$ cat src/rtl/simple_processor.sv
// Single-cycle 16-bit load/store processor: 16 registers, carry/sign/zero flags,
// combinational instruction and data reads, stores committed by memory on the next edge.
module simple_processor #(
  parameter int WIDTH = 16
) (
  input  logic             clk,
  input  logic             rst,
  output logic [WIDTH-1:0] pc,
  input  logic [WIDTH-1:0] inst,
  output logic [WIDTH-1:0] mem_addr,
  input  logic [WIDTH-1:0] mem_in,
  output logic [WIDTH-1:0] mem_out,
  output logic             we
);

  localparam int NREGS = 16;

  logic [WIDTH-1:0] regs [NREGS];
  logic             flag_c, flag_s, flag_z;

  logic [3:0]       op, rd, rs;
  logic [1:0]       sel_src, sel_dst;
  logic [WIDTH-1:0] op0, op1, aluout, pc_nxt;
  logic signed [WIDTH-1:0] imm_sx;
  logic             alu_c, taken, is_alu, is_branch, flag_upd, reg_we, store;

  // Returns {carry, result}; carry means carry-out, borrow, or last bit shifted out.
  function automatic logic [WIDTH:0] alu(input logic [3:0] opc, input logic [WIDTH-1:0] a,
                                         input logic [WIDTH-1:0] b, input logic cin);
    logic [WIDTH:0] ea, eb, ec, t;
    ea = {1'b0, a};
    eb = {1'b0, b};
    ec = {{WIDTH{1'b0}}, cin};
    t  = '0;
    case (opc)
      4'h0:       t = eb;
      4'h1:       t = ea + eb;
      4'h2, 4'hB: t = ea - eb;
      4'h3:       t = {1'b0, a & b};
      4'h4:       t = {1'b0, a | b};
      4'h5:       t = {1'b0, a ^ b};
      4'h6:       t = {1'b0, ~b};
      4'h7:       t = ea << b[3:0];
      4'h8: begin
        t = {a, 1'b0} >> b[3:0];
        t = {t[0], t[WIDTH:1]};
      end
      4'h9:       t = ea + eb + ec;
      4'hA:       t = ea - eb - ec;
      default:    t = '0;
    endcase
    return t;
  endfunction

  assign op      = inst[15:12];
  assign sel_src = inst[11:10];
  assign sel_dst = inst[9:8];
  assign rd      = inst[7:4];
  assign rs      = inst[3:0];
  assign imm_sx  = {{(WIDTH-4){inst[3]}}, inst[3:0]};

  assign op0       = regs[rd];
  assign is_alu    = (op <= 4'hA);
  assign is_branch = (op[3:2] == 2'b11);
  assign flag_upd  = (op >= 4'h1) && (op <= 4'hB);
  assign reg_we    = is_alu && (sel_dst == 2'b00);
  assign store     = is_alu && (sel_dst == 2'b01);

  always_comb begin
    op1 = regs[rs];
    case (sel_src)
      2'b01:   op1 = mem_in;
      2'b10:   op1 = {{(WIDTH-4){1'b0}}, inst[3:0]};
      2'b11:   op1 = imm_sx;
      default: op1 = regs[rs];
    endcase
  end

  assign {alu_c, aluout} = alu(op, op0, op1, flag_c);

  always_comb begin
    mem_addr = regs[rd];
    if (sel_dst != 2'b01 && sel_src == 2'b01)
      mem_addr = regs[rs];
  end

  always_comb begin
    taken = 1'b0;
    case (op)
      4'hC:    taken = 1'b1;
      4'hD:    taken = flag_z;
      4'hE:    taken = flag_c;
      4'hF:    taken = flag_s;
      default: taken = 1'b0;
    endcase
  end

  always_comb begin
    pc_nxt = pc + 1'b1;
    if (is_branch && taken)
      pc_nxt = op1;
    else if (is_alu && sel_dst == 2'b10)
      pc_nxt = aluout;
  end

  // Reset also masks the store strobe so a write in flight is dropped.
  assign we      = store && !rst;
  assign mem_out = we ? aluout : '0;

  always_ff @(posedge clk or posedge rst) begin
    if (rst) begin
      pc     <= '0;
      flag_c <= 1'b0;
      flag_s <= 1'b0;
      flag_z <= 1'b0;
      for (int i = 0; i < NREGS; i++)
        regs[i] <= '0;
    end else begin
      pc <= pc_nxt;
      if (reg_we)
        regs[rd] <= aluout;
      if (flag_upd) begin
        flag_c <= alu_c;
        flag_s <= aluout[WIDTH-1];
        flag_z <= (aluout == '0);
      end
    end
  end

endmodule

$ cat config.mk
export PLATFORM = sky130hd
export DESIGN_NAME = simple_processor
export DESIGN_NICKNAME = d
export VERILOG_FILES = /design/src/rtl/simple_processor.sv
export SDC_FILE = /design/constraint.sdc
export NUM_CORES = 1
export LEC_CHECK = 0
export ABC_AREA = 1
export BUFFER_PORTS_ARGS = -buffer_cell sky130_fd_sc_hd__buf_2
export CORE_MARGIN = 2
export CORE_UTILIZATION = 48
export CTS_CLUSTER_SIZE = 16
export DETAILED_ROUTE_END_ITERATION = 7
export PLACE_DENSITY = 0.7
export REMOVE_ABC_BUFFERS = 1
export SYNTH_ARGS = -nofsm -noshare
export SYNTH_HDL_FRONTEND = slang
export SYNTH_SLANG_ARGS = --single-unit
$ cat constraint.sdc
create_clock -name clk -period 9.8 [get_ports clk]
set_input_delay 0.49 -clock clk [delete_from_list [all_inputs] [get_ports clk]]
set_output_delay 0.49 -clock clk [all_outputs]
set_load 0.01 [all_outputs]
======== Word-level counts from Yosys, hierarchy flattened ========
Index checks and enable logic that the tools add are counted.
W data, S select, Z words.
cells by class
  mux-type cells .......................... 16
  $lt $le $gt $ge ......................... 6
  bitwise logic cells ..................... 6
  reductions and logical operators ........ 13
  add/subtract/negate cells ............... 5
  equality and inequality tests ........... 22
  shifts and indexed selects .............. 2
operators with widths
  kind                     count
  $bwmux W256              1
  $pmux W17 S11            1
  $mux W16                 9
  $bmux W16 S4             2
  $demux W16 S4            1
  $pmux W16 S3             1
  $eq A4 B4 Y1 const B     8
  $add A16 B16 Y17         1
  $add A17 B1 Y17          1
  $shl A16 B4 Y17          1
  $shr A17 B4 Y17          1
  $sub A16 B16 Y17         1
  $sub A17 B1 Y17          1
  $add A16 B1 Y16 const B  1
  $and A16 B16 Y16         1
  $eq A4 B3 Y1 const B     4
  $logic_not A16 Y1        1
  $not A16 Y16             1
  $or A16 B16 Y16          1
  $xor A16 B16 Y16         1
  $ge A5 B5 Y1 const B     2
  $not A4 Y5               2
  $eq A2 B2 Y1 const B     4
  $eq A4 B2 Y1 const B     2
  other kinds (12)         21
storage, ports and cells
  input bits .............................. 34
  register bits ........................... 275
  output and inout bits ................... 49
  word-level logic and storage cells ...... 90

======== Longest topological paths before layout ========
Gate-level depths: netlist of the first run.
  depth in word-level cells ............... 10
  depth in mapped cells ................... 35
  mapped depth without buffers ............ 32

======== Least setup slack after synthesis of the first run ========
No wires, ideal clock.
  kind .................................... input to output
  start ................................... input inst[0]
  end ..................................... output mem_out[10]
  path buffers ............................ 7
  required time ........................... 9.310 ns
  path slack .............................. 5.216 ns
  arrival time ............................ 4.094 ns
  stages .................................. 32
  cell sequence ........................... buf_6 buf_6 buf_8 buf_8 buf_2 a21oi_1 o21ai_0 nand3_1 nand3_1 nand2_1 nand2_1 nand2_1 inv_1 ha_1 clkbuf_2 nand2_1 inv_1 a21oi_1 nand2_1 xor2_1 inv_1 nor2_1 nand2_1 nor2_1 nand2_1 nand2_1 nor2_1 nor2_1 nand2_1 nor2_2 clkbuf_1 nor2_1
between the ends
  word-level cells in the longest chain between the ends .. 9
  elaborated cells between the ends (all ways) .. 17
  those cells by class .................... add/sub: 4; shift: 2; mux: 6; bitwise: 5
RTL lines
  item                                                  RTL line  text
  start: declaration                                    9         input logic [WIDTH-1:0] inst,
  $not A4 Y5 (not written as such)                      75        default: op1 = regs[rs];
  $bmux W16 S4                                          75
  $mux W16 (not written as such) (2 in series)          75
  $pmux W16 S3 *                                        71        case (sel_src)
  $sub A16 B16 Y17 or $add A16 B16 Y17 (tied branches)  -
  $sub A17 B1 Y17 or $add A17 B1 Y17 (tied branches)    49, 48
  $pmux W17 S11 *                                       35        case (opc)
  $mux W16 *                                            108       assign mem_out = we ? aluout : '0;
  end: declaration                                      12        output logic [WIDTH-1:0] mem_out,
Every way passes the cells marked *; elsewhere a longest branch is shown, timed or not. The select of a mux whose other input is x is not followed.

======== Worst setup path in the final report of the first run ========
Ends and elaborated chain as after synthesis.

==> results.md, run 1 <==
- Status: completed
- Largest net degree at the start of global routing: between 150 and 200
- Total CTS buffers: 34
- Headroom to the max-slew limit: 20.72%
- Synth unique cells: 49
- Hold Violations, Final: 0
- Syn Area/Cell: 6.232 um^2
- CTS tree: built
- Crit path top cell by count: nand2_1
- Ranking of synthesized cells by area: dfrtp_1, nand2_1, o21ai_0
- Family with the most delay on the worst path: simple AND/OR/NAND/NOR gates
- Slew @ Worst Pin: between 1 and 1.5 ns
- Detailed placer's ending HPWL: 64.89 mm
- Max Root-Sink Buffers: 3
- Drt total wl: 90.05 mm
- Cell Pwr Density: 193.1 nW/um^2
- 1st-iter DRT viols: 3388
- Critical Path Max Stage Delay: 0.91 ns
- Final worst path period share: 85.16%
- Drt first pass iters: 6
- Synthesis-to-layout area growth: 7.942%
- Initial antenna violation count: 2
- Sequential area share after synthesis: between 30 and 40%
- Initial Util: between 40 and 50%
- Setup Skew: approximately 0.031 ns
- CTS sink cnt: 275
- Fill cells: about 4.6k
- Worst vdd ir: 0.1436 mV
- HP Class: input pin to async pin
- Final Wtd Congestion: 1.032
- Htree depth: 2
- Routed WL per cell: 22.43 um
- Root buffer cell: clkbuf_16
- Final setup vio count: 0
- Synth warnings: 0
- # diodes: 0
- Fin util: between 50% and 60%
- DIE AREA: 46140 um^2
- Fmax: between 0.1 and 0.15 GHz
- Vias: 23.77k
- Crit path arrival time: between 7 and 8 ns
- RSZ-0062 raised after global routing: false
- Syn Std Cell Area: 21330 um^2
- Hold Buf Count CTS: 0
- Total gr overflow: 0
- Worst setup EP type: output port
- R2R cell count: 29
- Ys async rst share: 100.0%
- Post-synth EDFFs: 0
- Worst Path Required: 9.31 ns
- Slowest cell on the critical path: nand2_1
- Crit Reg-Reg Startpoint: regs[32]$_DFFE_PP0P_
- WS Path Type: input pin to output port
- Reg2Reg Capture Point: pc[8]$_DFF_PP0_
- Via/cell ratio: 5.921
- MaxCap Viol Count: 0
- First-pass GRT wire length: 134.8 mm
- Area share of the largest cell type after synthesis: ~32%
- Post-CTS setup repair buffer count: 0
- Worst path buffer plus inverter count: 6
- Io pins: between 80 and 90
- Worst Path Max Fanout: 78
- Die Y: 214.8 um
- Pleak: 11.39 nW
- Total track usage: 38.42%
- Num rows: 77
- Clock slew at reported path FFs: 0.06 ns
- Area leader, netlist: dfrtp_1
- Top_reg_cell synth: dfrtp_1
- Fin nets: 3490
- Vias in the first global route: 21.48k
- Antenna-violating nets left: 0
- Max-slew violation count: 0
- Clk Latency, worst-skew pair: 0.56 ns
- Tmin final: 8.346 ns
- Yosys reg bits: 275
- Core footprint: 44030 um^2
- Die W: 214.8 um
- CTS resizes: 0
- Startpoint Class: input pin
- Setup TNS: 0 ns
- FF-to-FF setup slack: just over 3 ns
- PortBufs: slightly above 80
- Syn Inst Count: between 3k and 4k
- Share of layout cells above drive strength 1: 6.692%
- DRC: 0
==> metal layers <==
metal	wire length, um	track usage (%)	vias to the layer above	share of wire, %
li1	-	-	11019	-
met1	37650	54.31	11004	42
met2	36590	54.75	1471	41
met3	10880	9.285	270	12
met4	4915	18.80	2	5.5
met5	13	0	-	0.014
==> sequential cells by signal, summed over array words and instances (netlist names) <==
name    count
flag_s      1
regs      256
flag_c      1
pc         16
flag_z      1
==> worst max path at each step <==
stage,start,end,slack [ns],cells after the start
after floorplan,rst,flag_c$_DFFE_PP0P_,1.73,1
after detailed placement,inst[0],mem_out[10],1.80,31
after CTS,inst[0],mem_out[10],1.78,31
after global placement,inst[0],mem_out[10],1.94,31
after global routing,inst[0],mem_out[10],1.02,31
final,inst[0],mem_out[10],1.45,31
==> worst reg2reg max path: cells and delay by family, from the launching register on <==
kind                     cells  cell delay (ns)
AO/OA/AOI/OAI                2             0.23
adder cells (fa/ha/maj)      2             0.96
flip-flops                   1             0.42
buffers and inverters        3             0.51
AND/OR/NAND/NOR             22             4.46
==> where the power goes <==
group          leakage [nW]  total, mW  internal, mW  switching [mW]
Combinational          7.32       1.64         0.461            1.18
Sequential             3.53       1.54          1.37           0.168
Clock                 0.537       1.27         0.755           0.516
Total                  11.4       4.45          2.59            1.86
==> cell usage after synthesis, types with 2 or more instances <==
cell type / count
o21bai_1: 5
buf_1: 2
nand2_2: 7
nand3_1: 343
nor2_1: 301
a211oi_1: 2
buf_8: 2
o211ai_1: 33
o22ai_1: 40
ha_1: 54
clkbuf_1: 81
clkinv_1: 4
a21oi_1: 150
nor3_1: 20
buf_4: 16
xnor2_1: 5
inv_2: 14
o21ai_1: 38
clkbuf_2: 5
nand2_1: 1035
nor4_1: 4
dfrtp_1: 275
a22oi_1: 2
a21oi_2: 2
buf_6: 11
nand4_1: 48
nand3b_1: 6
o21ai_0: 410
o221ai_1: 3
nor2_2: 12
inv_1: 393
fa_1: 2
xor2_1: 12
buf_2: 68
nor3b_1: 2
nor2_4: 3
==> cell type report <==
| cell class | instances | area (um^2) | area share, % |
|---|---|---|---|
| sequential | 275 | 6882 | 29.89 |
| inverter | 411 | 1550 | 6.733 |
| clock buffer | 51 | 1036 | 4.499 |
| multi-input combinational | 2552 | 11990 | 52.07 |
| tap | 592 | 740.7 | 3.217 |
| timing repair buffer | 126 | 755.7 | 3.282 |
| clock inverter | 7 | 71.32 | 0.3097 |
==> layout by cell type (no fill, tap or decap), types with 38 or more instances in the layout <==
cell type,instances
dfrtp_1,275
o22ai_1,40
o21ai_0,410
o21ai_1,38
buf_2,81
inv_1,392
nand3_1,343
a21oi_1,148
buf_4,44
nor2_1,299
nand2_1,1034
ha_1,54
nand4_1,48
==> kinds of logic (layout without fill, tap and decap cells) <==
family,after synthesis,in the layout,share of synthesized area [%]
adders and majority gates,56,56,3.355
DFF,275,275,32.26
AOI/OAI and AO/OA,692,692,17.19
and+or+nand+nor,1787,1787,34.81
buffers and inverters,596,595,11.69
xor gates and xnor gates,17,17,0.6980
==> metrics by stage <==
step	instance area [um^2]	hold WS (ns)	std cells	total power, mW	setup slack (ns)
final	23030	0.03919	4014	4.447	1.454
after global routing	23030	0.1473	4014	4.678	1.021
after CTS	23030	0.1127	4014	4.393	1.779
after detailed placement	21920	0.4724	3956	3.123	1.802
after global placement	21920	0.4660	3956	3.120	1.935
after floorplan	20380	0.4493	3238	2.527	1.730
Power figures use the tool's default switching activity.
==> run 2, diff against run 1 <==
--- a/config.mk
+++ b/config.mk
@@ -5,13 +5,12 @@
 export SDC_FILE = /design/constraint.sdc
 export NUM_CORES = 1
 export LEC_CHECK = 0
-export ABC_AREA = 1
 export BUFFER_PORTS_ARGS = -buffer_cell sky130_fd_sc_hd__buf_2
 export CORE_MARGIN = 2
 export CORE_UTILIZATION = 48
 export CTS_CLUSTER_SIZE = 16
 export DETAILED_ROUTE_END_ITERATION = 7
-export PLACE_DENSITY = 0.7
+export PLACE_DENSITY = 0.71
 export REMOVE_ABC_BUFFERS = 1
 export SYNTH_ARGS = -nofsm -noshare
 export SYNTH_HDL_FRONTEND = slang
==> run 2 against run 1 <==
Compared with the run above: sequential share of layout area up 2.0 points; non-clock buffer count increased by 6; first-iteration DRC count decreased by 35%; fmax up 7.0%; synthesized area decreased by 5.9%; total power grew 0.52%; via count shrank 25%; core utilization grew 0.36 points; final area fell by 6.2%; clock power decreased by 19%; critical path type unchanged; flip-flop and latch count unchanged.
==> results.md, run 2 <==
- DIE AREA: 43470 um^2 (was 46140 um^2)
- Routed WL per cell: 27.34 um (was 22.43 um)
- Die W: 208.5 um (was 214.8 um)
- Synth warnings: 0 (unchanged)
- FF-to-FF setup slack: 3.12 ns (was 3.08 ns)
- Syn Std Cell Area: 20070 um^2 (was 21330 um^2)
- Clock slew at reported path FFs: 0.06 ns (about the same)
- Reg2Reg Capture Point: pc[14]$_DFF_PP0_ (was pc[8]$_DFF_PP0_)
- Fin util: 52.65% (was 52.30%)
- Syn Area/Cell: 9.683 um^2 (was 6.232 um^2)
- Synthesis-to-layout area growth: 7.592% (was 7.942%)
- Power, Total: 4.470 mW (was 4.447 mW)
- Final Wtd Congestion: 1.023 (was 1.032)
- MaxCap Viol Count: 0 (unchanged)
- PortBufs: 82 (unchanged)
- Max Root-Sink Buffers: 3 (unchanged)
- Initial antenna violation count: 1 (was 2)
- # diodes: 0 (unchanged)
- Worst setup EP type: output port (unchanged)
- CTS sink cnt: 275 (unchanged)
- Root buffer cell: clkbuf_16 (unchanged)
- Most common cell after layout, fill and taps aside: nand2_1 (unchanged)
- Syn Inst Count: 2073 (was 3423)
- Ys async rst share: 100.0% (unchanged)
- Worst Path Max Fanout: 40 (was 78)
- Detailed placer's ending HPWL: 50.00 mm (was 64.89 mm)
- Yosys reg bits: 275 (unchanged)
- Total gr overflow: 0 (unchanged)
- Synth cell count leaders: nand2_1, dfrtp_1, o21ai_0, nor2_1, mux4_2 (was nand2_1, o21ai_0, inv_1, nand3_1, nor2_1)
- Vias in the first global route: 17.67k (was 21.48k)
- Via/cell ratio: 6.804 (was 5.921)
- Final worst path period share: 79.62% (was 85.16%)
- Htree depth: 1 (was 2)
- Ranking of synthesized cells by area: dfrtp_1, mux4_2, o21ai_0 (was dfrtp_1, nand2_1, o21ai_0)
- Share of layout cells above drive strength 1: 20.01% (was 6.692%)
- Core footprint: 41020 um^2 (was 44030 um^2)
- Area share of the largest cell type after synthesis: 34.28% (was 32.26%)
- Antenna-violating nets left: 0 (unchanged)
- Startpoint Class: input pin (unchanged)
- CTS tree: built (unchanged)
- Total track usage: 32.65% (was 38.42%)
- Tmin final: 7.802 ns (was 8.346 ns)
- Hold Buf Count CTS: 0 (unchanged)
- Post-synth EDFFs: 0 (unchanged)
- Largest reg by FF count: regs (unchanged)
- Post-CTS setup repair buffer count: 0 (unchanged)
- Status: completed (unchanged)
- Largest net degree at the start of global routing: 178 (was 171)
- 1st-iter DRT viols: 2203 (was 3388)
- Drt total wl: 71.39 mm (was 90.05 mm)
- Area leader, netlist: dfrtp_1 (unchanged)
- Setup Skew: 0.02138 ns (was 0.03114 ns)
- Vias: 17.77k (was 23.77k)
- Clk Latency, worst-skew pair: 0.56 ns (about the same)
- Cell Pwr Density: 207.0 nW/um^2 (was 193.1 nW/um^2)
- Fin nets: 2153 (was 3490)
- CP endpoint: mem_out[14] (was mem_out[10])
- Crit Reg-Reg Startpoint: regs[0]$_DFFE_PP0P_ (was regs[32]$_DFFE_PP0P_)
- WS Path Type: input pin to output port (unchanged)
- Die Y: 208.5 um (was 214.8 um)
- Hold Violations, Final: 0 (unchanged)
- Drt first pass iters: 6 (unchanged)
- Slew @ Worst Pin: 1.254 ns (was 1.185 ns)
- Most frequent cells in the layout: nand2_1, dfrtp_1, o21ai_0 (was nand2_1, o21ai_0, inv_1)
- Crit path launch: inst[0] (unchanged)
- Pleak: 9.319 nW (was 11.39 nW)
- First-pass GRT wire length: 108.0 mm (was 134.8 mm)
- Max-slew violation count: 0 (unchanged)
- Headroom to the max-slew limit: 16.41% (was 20.72%)
- Final setup vio count: 0 (unchanged)
- Biggest regs: regs (256), pc (16) (unchanged)
- Io pins: 83 (unchanged)
- Num rows: 74 (was 77)
- Worst Path Required: 9.31 ns (about the same)
- DRC: 0 (unchanged)
- Total CTS buffers: 27 (was 34)
- RSZ-0062 raised after global routing: false (unchanged)
- Initial Util: 48.94% (was 48.45%)
- Worst vdd ir: 0.1695 mV (was 0.1436 mV)
- HP Class: input pin to async pin (unchanged)
- R2R cell count: 21 (was 29)
- Max FFs per register: 256 (unchanged)
- Fmax: 0.1282 GHz (was 0.1198 GHz)
- Synth unique cells: 92 (was 49)
- CTS resizes: 0 (unchanged)
- Crit path arrival time: 7.31 ns (was 7.86 ns)
- Setup TNS: 0 ns (unchanged)
- Sequential area share after synthesis: 34.28% (was 32.26%)
- Top_reg_cell synth: dfrtp_1 (unchanged)
- Dominant cell by count in the synthesized netlist: nand2_1 (unchanged)
[run 2: cell type report]
| cell class | count | area [um^2] |
|---|---|---|
| fill | 3678 | 19420 |
| multi-input combinational | 1562 | 12140 |
| sequential | 275 | 6882 |
| timing repair buffer | 132 | 805.8 |
| clock buffer | 39 | 790.8 |
| tap | 532 | 665.6 |
| inverter | 65 | 252.7 |
| clock inverter | 6 | 61.31 |
[run 2: critical path: stages]
cell      delay [ns]
buf_4           0.57
mux4_1          0.63
mux2_2          0.30
a31o_1          0.35
nor2_1          0.14
buf_4           0.25
inv_1           0.18
ha_1            0.33
inv_1           0.12
fa_1            0.24
nor2_1          0.11
o2111a_1        0.28
a211oi_1        0.40
nand4_1         0.31
nor4_1          0.77
or4b_1          0.55
nor3_2          0.20
xnor2_1         0.16
o211a_1         0.60
nor2_1          0.10
buf_2           0.17
[run 2: metal layers]
| metal | track usage (%) | wire, um |
|---|---|---|
| met4 | 20.02 | 4808 |
| met3 | 6.204 | 7216 |
| met1 | 41.43 | 26480 |
| met5 | 0 | 17 |
| met2 | 51.98 | 32870 |
[run 2: through the flow]
stage | area, um^2 | hold WS, ns | setup slack [ns] | cells
3_3_place_gp | 20740 | 0.4728 | 2.392 | 2566
2_1_floorplan | 19230 | 0.4496 | 1.730 | 1902
5_1_grt | 21600 | 0.1282 | 1.734 | 2611
3_5_place_dp | 20740 | 0.4864 | 2.170 | 2566
4_1_cts | 21600 | 0.08173 | 2.142 | 2611
6_report | 21600 | 0.04950 | 1.998 | 2611
[run 2: logic make-up (layout without fill, tap and decap cells)]
family	after synthesis	in the layout	synth area share, %
AND/OR/NAND/NOR	635	635	14.39
AO/OA/AOI/OAI	561	561	17.40
flip-flops	275	275	34.28
multiplexers	243	243	22.01
buffers and inverters	236	242	5.429
XOR/XNOR	67	67	2.923
adder cells (fa/ha/maj)	56	56	3.565
[run 2: worst min path at each step]
stage                            end  slack [ns]  cells past startpoint
2_1_floorplan     flag_s$_DFFE_PP0P_        0.45                      2
5_1_grt              pc[3]$_DFF_PP0_        0.13                      2
6_report        regs[34]$_DFFE_PP0P_        0.05                      2
3_5_place_dp    regs[74]$_DFFE_PP0P_        0.49                      2
4_1_cts              pc[3]$_DFF_PP0_        0.08                      2
3_3_place_gp   regs[218]$_DFFE_PP0P_        0.47                      2
[run 2: where the power goes]
group / switching [mW] / total, mW / internal (mW) / leakage [nW]
Clock: 0.444 / 1.03 / 0.581 / 0.419
Sequential: 0.214 / 1.59 / 1.38 / 3.62
Combinational: 1.12 / 1.85 / 0.737 / 5.28
Total: 1.77 / 4.47 / 2.69 / 9.32
